[src/rtl/ram_burst_reader_if.sv]
// Bus bundle for the RAM burst reader: burst control, RAM read port and
// the output word stream.
//
// Stream handshake: a word moves from the reader to the consumer at a rising
// edge where out_valid and out_ready are both high. out_valid never depends
// on out_ready in the same cycle, and a word stays stable at the FIFO head
// until it is taken.
interface ram_burst_reader_if #(
  parameter int ADDR_W = 16,
  parameter int DATA_W = 16
) ();
  logic              start;
  logic [ADDR_W-1:0] base_addr;
  logic [15:0]       length;
  logic              busy;
  logic              done;
  logic [ADDR_W-1:0] mem_address;
  logic              mem_read;
  logic              mem_write;
  logic [DATA_W-1:0] mem_dataout;
  logic [DATA_W-1:0] out_data;
  logic              out_valid;
  logic              out_ready;

  // Reader side
  modport master (
    input  start, base_addr, length, mem_dataout, out_ready,
    output busy, done, mem_address, mem_read, mem_write, out_data, out_valid
  );

  // Environment side: burst requester, RAM and stream consumer
  modport slave (
    output start, base_addr, length, mem_dataout, out_ready,
    input  busy, done, mem_address, mem_read, mem_write, out_data, out_valid
  );
endinterface

[src/rtl/ram_burst_reader.sv]
// Burst reader: fetches a run of consecutive RAM words (one-cycle read
// latency) into a small FIFO and streams them out with valid/ready.
// Reads are throttled so that buffered words plus reads still in flight
// never exceed the FIFO depth, so the FIFO cannot overflow.
module ram_burst_reader #(
  parameter int ADDR_W     = 16,
  parameter int DATA_W     = 16,
  parameter int FIFO_DEPTH = 4
) (
  input  logic                clk,
  input  logic                RST,
  ram_burst_reader_if.master  bus,
  output logic [1:0]          o_state
);

  localparam int PTR_W = (FIFO_DEPTH > 1) ? $clog2(FIFO_DEPTH) : 1;
  localparam int CNT_W = PTR_W + 1;
  localparam logic [CNT_W:0] DEPTH_L = (CNT_W+1)'(FIFO_DEPTH);

  typedef enum logic [1:0] {
    S_IDLE  = 2'd0,
    S_FETCH = 2'd1,
    S_DRAIN = 2'd2
  } state_t;

  state_t            r_state;
  logic              r_busy;
  logic              r_done;
  logic              r_mem_read;    // read being issued this cycle
  logic              r_pend;        // read issued last cycle, data on mem_dataout now
  logic [ADDR_W-1:0] r_mem_address;
  logic [15:0]       r_remaining;   // reads not yet scheduled
  logic [DATA_W-1:0] r_fifo [FIFO_DEPTH];
  logic [PTR_W-1:0]  r_wr_ptr;
  logic [PTR_W-1:0]  r_rd_ptr;
  logic [CNT_W-1:0]  r_count;

  logic              w_push;
  logic              w_pop;
  logic [CNT_W-1:0]  w_count_nxt;
  logic [CNT_W:0]    w_occ_nxt;
  logic              w_issue;

  assign w_push = r_pend;
  assign w_pop  = (r_count != '0) && bus.out_ready;

  // Occupancy after this edge, accounting for the push/pop happening now
  always_comb begin
    w_count_nxt = r_count;
    case ({w_push, w_pop})
      2'b10:   w_count_nxt = r_count + CNT_W'(1);
      2'b01:   w_count_nxt = r_count - CNT_W'(1);
      default: w_count_nxt = r_count;
    endcase
  end

  // Next cycle's read is allowed if buffered words plus the read that will
  // then be in flight leave room in the FIFO.
  assign w_occ_nxt = {1'b0, w_count_nxt} + {{CNT_W{1'b0}}, r_mem_read};
  assign w_issue   = (r_state == S_FETCH) && (r_remaining != 16'd0) &&
                     (w_occ_nxt < DEPTH_L);

  // Control FSM, read issue, FIFO pointers and registered outputs
  always_ff @(posedge clk) begin
    if (RST) begin
      r_state       <= S_IDLE;
      r_busy        <= 1'b0;
      r_done        <= 1'b0;
      r_mem_read    <= 1'b0;
      r_pend        <= 1'b0;
      r_mem_address <= '0;
      r_remaining   <= 16'd0;
      r_wr_ptr      <= '0;
      r_rd_ptr      <= '0;
      r_count       <= '0;
    end else begin
      r_done  <= 1'b0;
      r_pend  <= r_mem_read;
      r_count <= w_count_nxt;
      if (w_push) r_wr_ptr <= r_wr_ptr + PTR_W'(1);
      if (w_pop)  r_rd_ptr <= r_rd_ptr + PTR_W'(1);
      case (r_state)
        S_IDLE: begin
          r_mem_read <= 1'b0;
          if (bus.start) begin
            if (bus.length != 16'd0) begin
              // First read goes out in the first busy cycle
              r_state       <= S_FETCH;
              r_busy        <= 1'b1;
              r_mem_read    <= 1'b1;
              r_mem_address <= bus.base_addr;
              r_remaining   <= bus.length - 16'd1;
            end else begin
              r_done <= 1'b1;
            end
          end
        end
        S_FETCH: begin
          if (w_issue) begin
            r_mem_read    <= 1'b1;
            r_mem_address <= r_mem_address + ADDR_W'(1);
            r_remaining   <= r_remaining - 16'd1;
          end else begin
            r_mem_read <= 1'b0;
          end
          if (r_remaining == 16'd0) r_state <= S_DRAIN;
        end
        S_DRAIN: begin
          r_mem_read <= 1'b0;
          if (!r_pend && (w_count_nxt == '0)) begin
            r_state <= S_IDLE;
            r_busy  <= 1'b0;
            r_done  <= 1'b1;
          end
        end
        default: begin
          r_state    <= S_IDLE;
          r_busy     <= 1'b0;
          r_mem_read <= 1'b0;
        end
      endcase
    end
  end

  // FIFO storage: captures the word returned for last cycle's read
  always_ff @(posedge clk) begin
    if (w_push) r_fifo[r_wr_ptr] <= bus.mem_dataout;
  end

  assign bus.busy        = r_busy;
  assign bus.done        = r_done;
  assign bus.mem_read    = r_mem_read;
  assign bus.mem_write   = 1'b0;
  assign bus.mem_address = r_mem_address;
  assign bus.out_valid   = (r_count != '0);
  assign bus.out_data    = (r_count != '0) ? r_fifo[r_rd_ptr] : '0;
  assign o_state         = r_state;

endmodule

[src/flat_wrapper.sv]
// flat-port wrapper written by rule: the top's interface ports become plain ports
module ram_burst_reader_flat 
#(
  parameter int ADDR_W     = 16,
  parameter int DATA_W     = 16,
  parameter int FIFO_DEPTH = 4
)
  (clk, RST, o_state, bus_start, bus_base_addr, bus_length, bus_mem_dataout, bus_out_ready, bus_busy, bus_done, bus_mem_address, bus_mem_read, bus_mem_write, bus_out_data, bus_out_valid);
  ram_burst_reader_if #(.ADDR_W(ADDR_W), .DATA_W(DATA_W)) bus_i ();
  input  logic clk;
  input  logic RST;
  output logic [1:0] o_state;
  input wire logic [$bits(bus_i.start)-1:0] bus_start;
  input wire logic [$bits(bus_i.base_addr)-1:0] bus_base_addr;
  input wire logic [$bits(bus_i.length)-1:0] bus_length;
  input wire logic [$bits(bus_i.mem_dataout)-1:0] bus_mem_dataout;
  input wire logic [$bits(bus_i.out_ready)-1:0] bus_out_ready;
  output wire logic [$bits(bus_i.busy)-1:0] bus_busy;
  output wire logic [$bits(bus_i.done)-1:0] bus_done;
  output wire logic [$bits(bus_i.mem_address)-1:0] bus_mem_address;
  output wire logic [$bits(bus_i.mem_read)-1:0] bus_mem_read;
  output wire logic [$bits(bus_i.mem_write)-1:0] bus_mem_write;
  output wire logic [$bits(bus_i.out_data)-1:0] bus_out_data;
  output wire logic [$bits(bus_i.out_valid)-1:0] bus_out_valid;
  assign bus_i.start = bus_start;
  assign bus_i.base_addr = bus_base_addr;
  assign bus_i.length = bus_length;
  assign bus_i.mem_dataout = bus_mem_dataout;
  assign bus_i.out_ready = bus_out_ready;
  assign bus_busy = bus_i.busy;
  assign bus_done = bus_i.done;
  assign bus_mem_address = bus_i.mem_address;
  assign bus_mem_read = bus_i.mem_read;
  assign bus_mem_write = bus_i.mem_write;
  assign bus_out_data = bus_i.out_data;
  assign bus_out_valid = bus_i.out_valid;
  ram_burst_reader #(.ADDR_W(ADDR_W), .DATA_W(DATA_W), .FIFO_DEPTH(FIFO_DEPTH)) u_core (.clk(clk), .RST(RST), .bus(bus_i), .o_state(o_state));
endmodule
[config.mk]
export PLATFORM = sky130hd
export DESIGN_NAME = ram_burst_reader_flat
export DESIGN_NICKNAME = d
export VERILOG_FILES = /design/src/rtl/ram_burst_reader_if.sv /design/src/rtl/ram_burst_reader.sv /design/src/flat_wrapper.sv
export SDC_FILE = /design/constraint.sdc
export NUM_CORES = 1
export LEC_CHECK = 0
export CORE_MARGIN = 10
export CORE_UTILIZATION = 45
export CTS_BUF_LIST = sky130_fd_sc_hd__clkbuf_2
export DETAILED_ROUTE_END_ITERATION = 10
export DONT_BUFFER_PORTS = 1
export PLACE_DENSITY = 0.59
export SYNTH_ARGS = -nofsm -noshare
export SYNTH_HDL_FRONTEND = slang
export SYNTH_SLANG_ARGS = --single-unit
[constraint.sdc]
create_clock -name clk -period 6 [get_ports clk]
set_input_delay 1.8 -clock clk [delete_from_list [all_inputs] [get_ports clk]]
set_output_delay 1.8 -clock clk [all_outputs]
set_load 0.05 [all_outputs]
==> Yosys cells after proc, flatten, opt, wreduce, memory -nomap -nowiden <==
Memory sizes are Yosys's and may differ from the RTL's. A register that Yosys moved wholly into a read port is not among the register bits.
Cells that the tools add are included.
{ "classes": {"addsub": 8, "n_lt_le_gt_ge": 1, "n_eq_ne": 9, "mux": 31, "bitwise_logic": 1, "reduce_logical": 15} }
{ "op_table": {"columns": ["cell", "n"], "rows": [
  ["$mux 16", 7],
  ["$pmux 16 s2", 2],
  ["$reduce_bool 16->1", 2],
  ["$sub 16x1->16 const B", 2],
  ["$add 16x1->16 const B", 1],
  ["$logic_not 16->1", 1],
  ["$mux 2", 6],
  ["$reduce_and 4->1", 3],
  ["$mux 1", 11],
  ["$ne 2x1->1 const B", 3],
  ["$pmux 2 s3", 1],
  ["$pmux 3 s2", 1],
  ["$add 2x1->2 const B", 2],
  ["$add 3x1->4", 1],
  ["$eq 2x1->1 const B", 2],
  ["$eq 2x2->1 const B", 2],
  ["$logic_and 1x1->1", 4],
  ["$lt 4x3->1 const B", 1],
  ["$ne 2x2->1 const B", 2],
  ["$pmux 1 s2", 2],
  ["$add 3x1->3 const B", 1],
  ["$logic_not 3->1", 1],
  ["$pmux 1 s3", 1],
  ["$reduce_bool 3->1", 1],
  ["other kinds (5)", 5]
]} }
{ "totals": {"reg_bits": 45, "ram_bits": 64, "in_bits": 52, "wordCells": 76, "memories": 1} }
{ "memory_table": {"columns": ["name", "depth", "width", "rd", "rd_clocked_by_memory_dff", "wr", "line_no", "source"], "rows": [
  ["u_core.r_fifo", 4, 16, 1, 1, 1, "ram_burst_reader.sv:33", "logic [DATA_W-1:0] r_fifo [FIFO_DEPTH];"]
]} }

==> Longest topological paths before layout <==
{ "logic_depth": {"depth_word": 9, "depth_mapped": 14} }

==> Worst setup path before layout <==
OpenSTA, ideal clock, no wires.
{ "synth_timing": {"path_type": "input-to-reg", "startpoint": "input bus_out_ready", "endpoint": "register u_core.r_remaining[14]", "arrival_time_ps": 3968, "required_ps": 5925, "slack_ps": 1956, "path_stages": 10, "path_buffers": 0, "path_cell_list": "and2_1 ha_1 inv_1 fa_1 xor2_1 nor2_1 xnor2_1 a31oi_4 or4_1 a31oi_1"} }
{ "synth_via": {"elab_chain_cells": 8, "elab_cells_between_ends": 9, "cone_classes": "1 x add/sub; 1 x order compare; 3 x eq/ne; 1 x mux; 3 x reduce/logical"} }
{ "synth_rtl": {"columns": ["item", "line_no", "source"], "rows": [
  ["from (decl)", "flat_wrapper.sv:17", "input wire logic [$bits(bus_i.out_ready)-1:0] bus_out_ready;"],
  ["$logic_and 1x1->1 (*)", "ram_burst_reader.sv:45", "assign w_pop = (r_count != '0) && bus.out_ready;"],
  ["$eq 2x1->1 or $eq 2x2->1 (tied branches)", "ram_burst_reader.sv:50", "case ({w_push, w_pop})"],
  ["$pmux 3 s2 (*)", "ram_burst_reader.sv:50", null],
  ["$add 3x1->4 (*)", "ram_burst_reader.sv:59", "assign w_occ_nxt = {1'b0, w_count_nxt} + {{CNT_W{1'b0}}, r_mem_read};"],
  ["$lt 4x3->1 (*)", "ram_burst_reader.sv:61", "(w_occ_nxt < DEPTH_L);"],
  ["$logic_and 1x1->1 (*)", "ram_burst_reader.sv:60", "assign w_issue = (r_state == S_FETCH) && (r_remaining != 16'd0) &&"],
  ["$ne 2x1->1 (no source line) (*)", null, null],
  ["$reduce_and 4->1 (no source line) (*)", null, null],
  ["to (signal assigned)", "ram_burst_reader.sv:92", "r_remaining <= bus.length - 16'd1;"],
  ["to (signal assigned)", "ram_burst_reader.sv:102", "r_remaining <= r_remaining - 16'd1;"],
  ["to (decl)", "ram_burst_reader.sv:32", "logic [15:0] r_remaining;"]
]} }
Every way passes the cells marked *; elsewhere a longest branch is shown, timed or not.
A chain may end at the register's enable or synchronous reset.

==> impl_metrics.xml <==
<?xml version="1.0" encoding="UTF-8"?>
<metrics>
  <group name="status">
    <metric name="status" unit="">finished clean</metric>
  </group>
  <group name="cts">
    <metric name="clk_latency" unit="ps">640</metric>
    <metric name="cts.reportedPaths.clkPinSlew" unit="ps">320</metric>
    <metric name="cts_tree" unit="">done</metric>
    <metric name="cts.htree.levels" unit="">3</metric>
    <metric name="tritoncts.num_buffers" unit="">9</metric>
    <metric name="ctsHoldBuffers" unit="">0</metric>
    <metric name="clockRootBuffer" unit="">clkbuf_2</metric>
    <metric name="number_of_buffers_inserted_to_repair_setup_after_cts" unit="">0</metric>
    <metric name="cts.repair.resized" unit="">0</metric>
    <metric name="total_clock_sinks" unit="">111</metric>
    <metric name="cts.path.max_buffers" unit="">2</metric>
  </group>
  <group name="synth">
    <metric name="post-synth-top-area-fraction" unit="%">35.29</metric>
    <metric name="synthTopCellsByCount" unit="">edfxtp_1, nand2_1, dfxtp_1</metric>
    <metric name="yosys.cell_count.top_type" unit="">edfxtp_1</metric>
    <metric name="netlist-cell-type-count" unit="">65</metric>
    <metric name="synth_nets" unit="">562</metric>
    <metric name="synthTopCellsByArea" unit="">edfxtp_1, dfxtp_1, mux4_2</metric>
    <metric name="synth.largest_area_cell" unit="">edfxtp_1</metric>
    <metric name="asyncSetResetFlopFracSynth" unit="%">0</metric>
    <metric name="postSynth.topFlopCell" unit="">edfxtp_1</metric>
    <metric name="postSynthCellCount" unit="">502</metric>
    <metric name="synth.yosys.warnings" unit="">0</metric>
    <metric name="post_synth.cell_area_avg" unit="um^2">10.85</metric>
    <metric name="synth.cell_area" unit="um^2">5446</metric>
    <metric name="synth_enable_flop_cells" unit="">64</metric>
    <metric name="seq_area_frac_synth" unit="%">52.56</metric>
    <metric name="ys_ff_latch" unit="">111</metric>
  </group>
  <group name="floorplanning">
    <metric name="number_of_placement_rows" unit="">40</metric>
    <metric name="initial_utilization" unit="%">45.72</metric>
    <metric name="fp.dieArea" unit="um^2">16900</metric>
    <metric name="die_w" unit="um">130.0</metric>
    <metric name="core" unit="um^2">11910</metric>
    <metric name="die_y" unit="um">130.0</metric>
    <metric name="ios" unit="">91</metric>
  </group>
  <group name="route">
    <metric name="detail_route.wl_per_cell" unit="um">20.26</metric>
    <metric name="vias" unit="">3882</metric>
    <metric name="antenna_left" unit="">0</metric>
    <metric name="viasPerCell" unit="">6.047</metric>
    <metric name="first_iter_violations" unit="">332</metric>
    <metric name="drc_errors" unit="">0</metric>
    <metric name="dr.pass1.iters" unit="">5</metric>
    <metric name="routed_wl" unit="mm">13.00</metric>
  </group>
  <group name="setup_path">
    <metric name="r2r.worst_path.cells" unit="">12</metric>
    <metric name="worst_ep_arrival_time" unit="ps">2760</metric>
    <metric name="critPathMaxFanout" unit="">15</metric>
    <metric name="category_of_the_critical_setup_timing_path" unit="">reg -&gt; out</metric>
    <metric name="regToRegSetupSlack" unit="ps">2050</metric>
    <metric name="critical_path_required" unit="ps">4200</metric>
    <metric name="critical_path.startpoint_type" unit="">flip-flop</metric>
    <metric name="cp-end-kind" unit="">primary output</metric>
    <metric name="worst_r2r_endpoint" unit="">u_core.r_remaining[8]$_SDFFE_PP0P_</metric>
    <metric name="rr_startpoint" unit="">u_core.r_count[0]$_SDFF_PP0_</metric>
  </group>
  <group name="cells_and_area">
    <metric name="multiInputGateArea" unit="um^2">2414</metric>
    <metric name="sequential_standard_cell_area" unit="um^2">2863</metric>
    <metric name="syn_to_final_growth" unit="%">4.388</metric>
    <metric name="antennaDiodeCount" unit="">0</metric>
    <metric name="post-route-cell-area" unit="um^2">5685</metric>
    <metric name="finish.net_count" unit="">550</metric>
    <metric name="final_layout_size_suffix_gt1_share" unit="%">12.12</metric>
    <metric name="number_of_fill_cells_in_the_layout" unit="">1092</metric>
  </group>
  <group name="placed_design">
    <metric name="detailedPlace.worstSlack" unit="ps">1242</metric>
    <metric name="detailedPlacementHpwl" unit="mm">8.731</metric>
    <metric name="placed_area" unit="um^2">5550</metric>
    <metric name="gp_congestion" unit="">0.7934</metric>
    <metric name="io_buffers" unit="">0</metric>
  </group>
  <group name="timing">
    <metric name="final-max-slew-violation-count" unit="">0</metric>
    <metric name="worst_pin_slew" unit="ps">1073</metric>
    <metric name="fin_skew" unit="ps">40.47</metric>
    <metric name="shortest_clock_period_the_worst_path_allows_after_layout" unit="ps">4557</metric>
    <metric name="achievable-frequency" unit="MHz">219.4</metric>
    <metric name="headroom_to_the_max_slew_limit" unit="%">28.49</metric>
    <metric name="tns" unit="ps">0</metric>
    <metric name="layout_setup_ws" unit="ps">1443</metric>
    <metric name="hold-worst-slack" unit="ps">484.2</metric>
    <metric name="setup_repair_after_global_routing_missed_its_margin" unit="">no</metric>
    <metric name="setup-violations-final" unit="">0</metric>
    <metric name="final_hold_viol_count" unit="">0</metric>
    <metric name="timing.final.crit_share" unit="%">75.96</metric>
  </group>
  <group name="hold_path">
    <metric name="min_path_type" unit="">reg -&gt; reg</metric>
    <metric name="hold_path_startpoint" unit="">u_core.r_remaining[0]$_SDFFE_PP0P_</metric>
    <metric name="hold_end" unit="">u_core.r_remaining[0]$_SDFFE_PP0P_</metric>
    <metric name="hold_path_depth" unit="">2</metric>
  </group>
  <group name="pwr">
    <metric name="power_leakage" unit="uW">0.001835</metric>
    <metric name="power_density_cells" unit="nW/um^2">413.8</metric>
    <metric name="ir_worst_vdd" unit="V">0.0001745</metric>
  </group>
  <group name="global_route">
    <metric name="vias_in_the_first_global_route" unit="">3954</metric>
    <metric name="first_pass_grt_wire_length" unit="mm">20.55</metric>
    <metric name="grt_antenna_before_repair" unit="">0</metric>
    <metric name="grt_usage" unit="%">15.54</metric>
    <metric name="gr-total-overflow" unit="">0</metric>
    <metric name="grt_max_degree" unit="">65</metric>
  </group>
  <group name="job">
    <metric name="maxCapViolCount" unit="">0</metric>
  </group>
</metrics>
[cell families after synthesis]
group / share of synthesized area [%]
XOR/XNOR: 1.286
other: 0.06885
flip-flops: 52.56
buffers and inverters: 3.216
AND/OR/NAND/NOR: 17.07
adder cells (fa/ha/maj): 1.976
AO/OA/AOI/OAI: 15.09
multiplexers: 8.730
[area by class of cell]
type,instances,share of cell area (%)
sequential,111,50.35
multi-input combinational,351,42.45
tap,147,3.235
clock inverter,7,1.585
timing repair buffer,7,0.9243
clock buffer,9,0.7923
inverter,10,0.6602
[per-layer routing]
layer  track usage (%)  routed length (um)  vias up
met5                 0                   0        -
met4             6.746                 224        0
met3             5.071                1056       16
met2             26.01                6506      119
met1             17.88                5216     1891
li1                  -                   -     1856
[worst max-delay path: stages, from the launching register on]
cell and delay [ps]:
dfxtp_1 1060, buf_4 260, mux4_2 480, and2_1 340
[power by group]
group          switching (uW)  leakage [uW]  internal (uW)
registers                 203      0.000964            881
logic                     598      0.000788            282
clock network             279     0.0000828            111
[metrics by stage]
step	util (%)	total power [uW]	std cells
finish	47.73	2353	642
global route	47.73	2499	642
CTS	47.73	2385	642
detailed placement	46.60	1995	626
global placement	46.60	1973	626
floorplan	-	1834	502
[cell usage in the layout, fill, tap and decap left out, types with 4 or more instances in the layout]
cell type / instances
and2_1: 24
mux2_2: 4
a31oi_1: 16
o21ai_1: 5
buf_4: 7
xor2_1: 4
mux2i_1: 7
o31ai_1: 8
nand3_1: 12
clkbuf_2: 9
nor2_1: 39
nor2b_1: 4
nand4_1: 9
o21ai_0: 20
inv_1: 10
edfxtp_1: 64
a21oi_1: 38
nor4_1: 7
nand2_1: 48
and3_1: 5
dfxtp_1: 47
mux4_2: 16
ha_1: 7
or2_2: 4
xnor2_1: 4
nor3_1: 16
[how the worst max path moves through the flow]
stage | cells after the start | start | to
after detailed placement | 10 | bus_out_ready | u_core.r_remaining[8]$_SDFFE_PP0P_
after global placement | 11 | bus_out_ready | u_core.bus.mem_address[11]$_SDFFE_PP0P_
after global routing | 3 | flip-flop | bus_out_data[7]
final | 3 | flip-flop | bus_out_data[7]
after CTS | 3 | flip-flop | bus_out_data[7]
after floorplan | 10 | bus_out_ready | u_core.r_remaining[14]$_SDFFE_PP0P_
[state kept, by name, summed over array words and instances (netlist names), 2 cells and up, named ones only]
register,flops
u_core.r_fifo,64
u_core.bus.mem_address,16
u_core.r_count,3
u_core.r_remaining,16
u_core.r_wr_ptr,2
u_core.o_state,2
u_core.r_rd_ptr,2
Power figures use the tool's default switching activity.
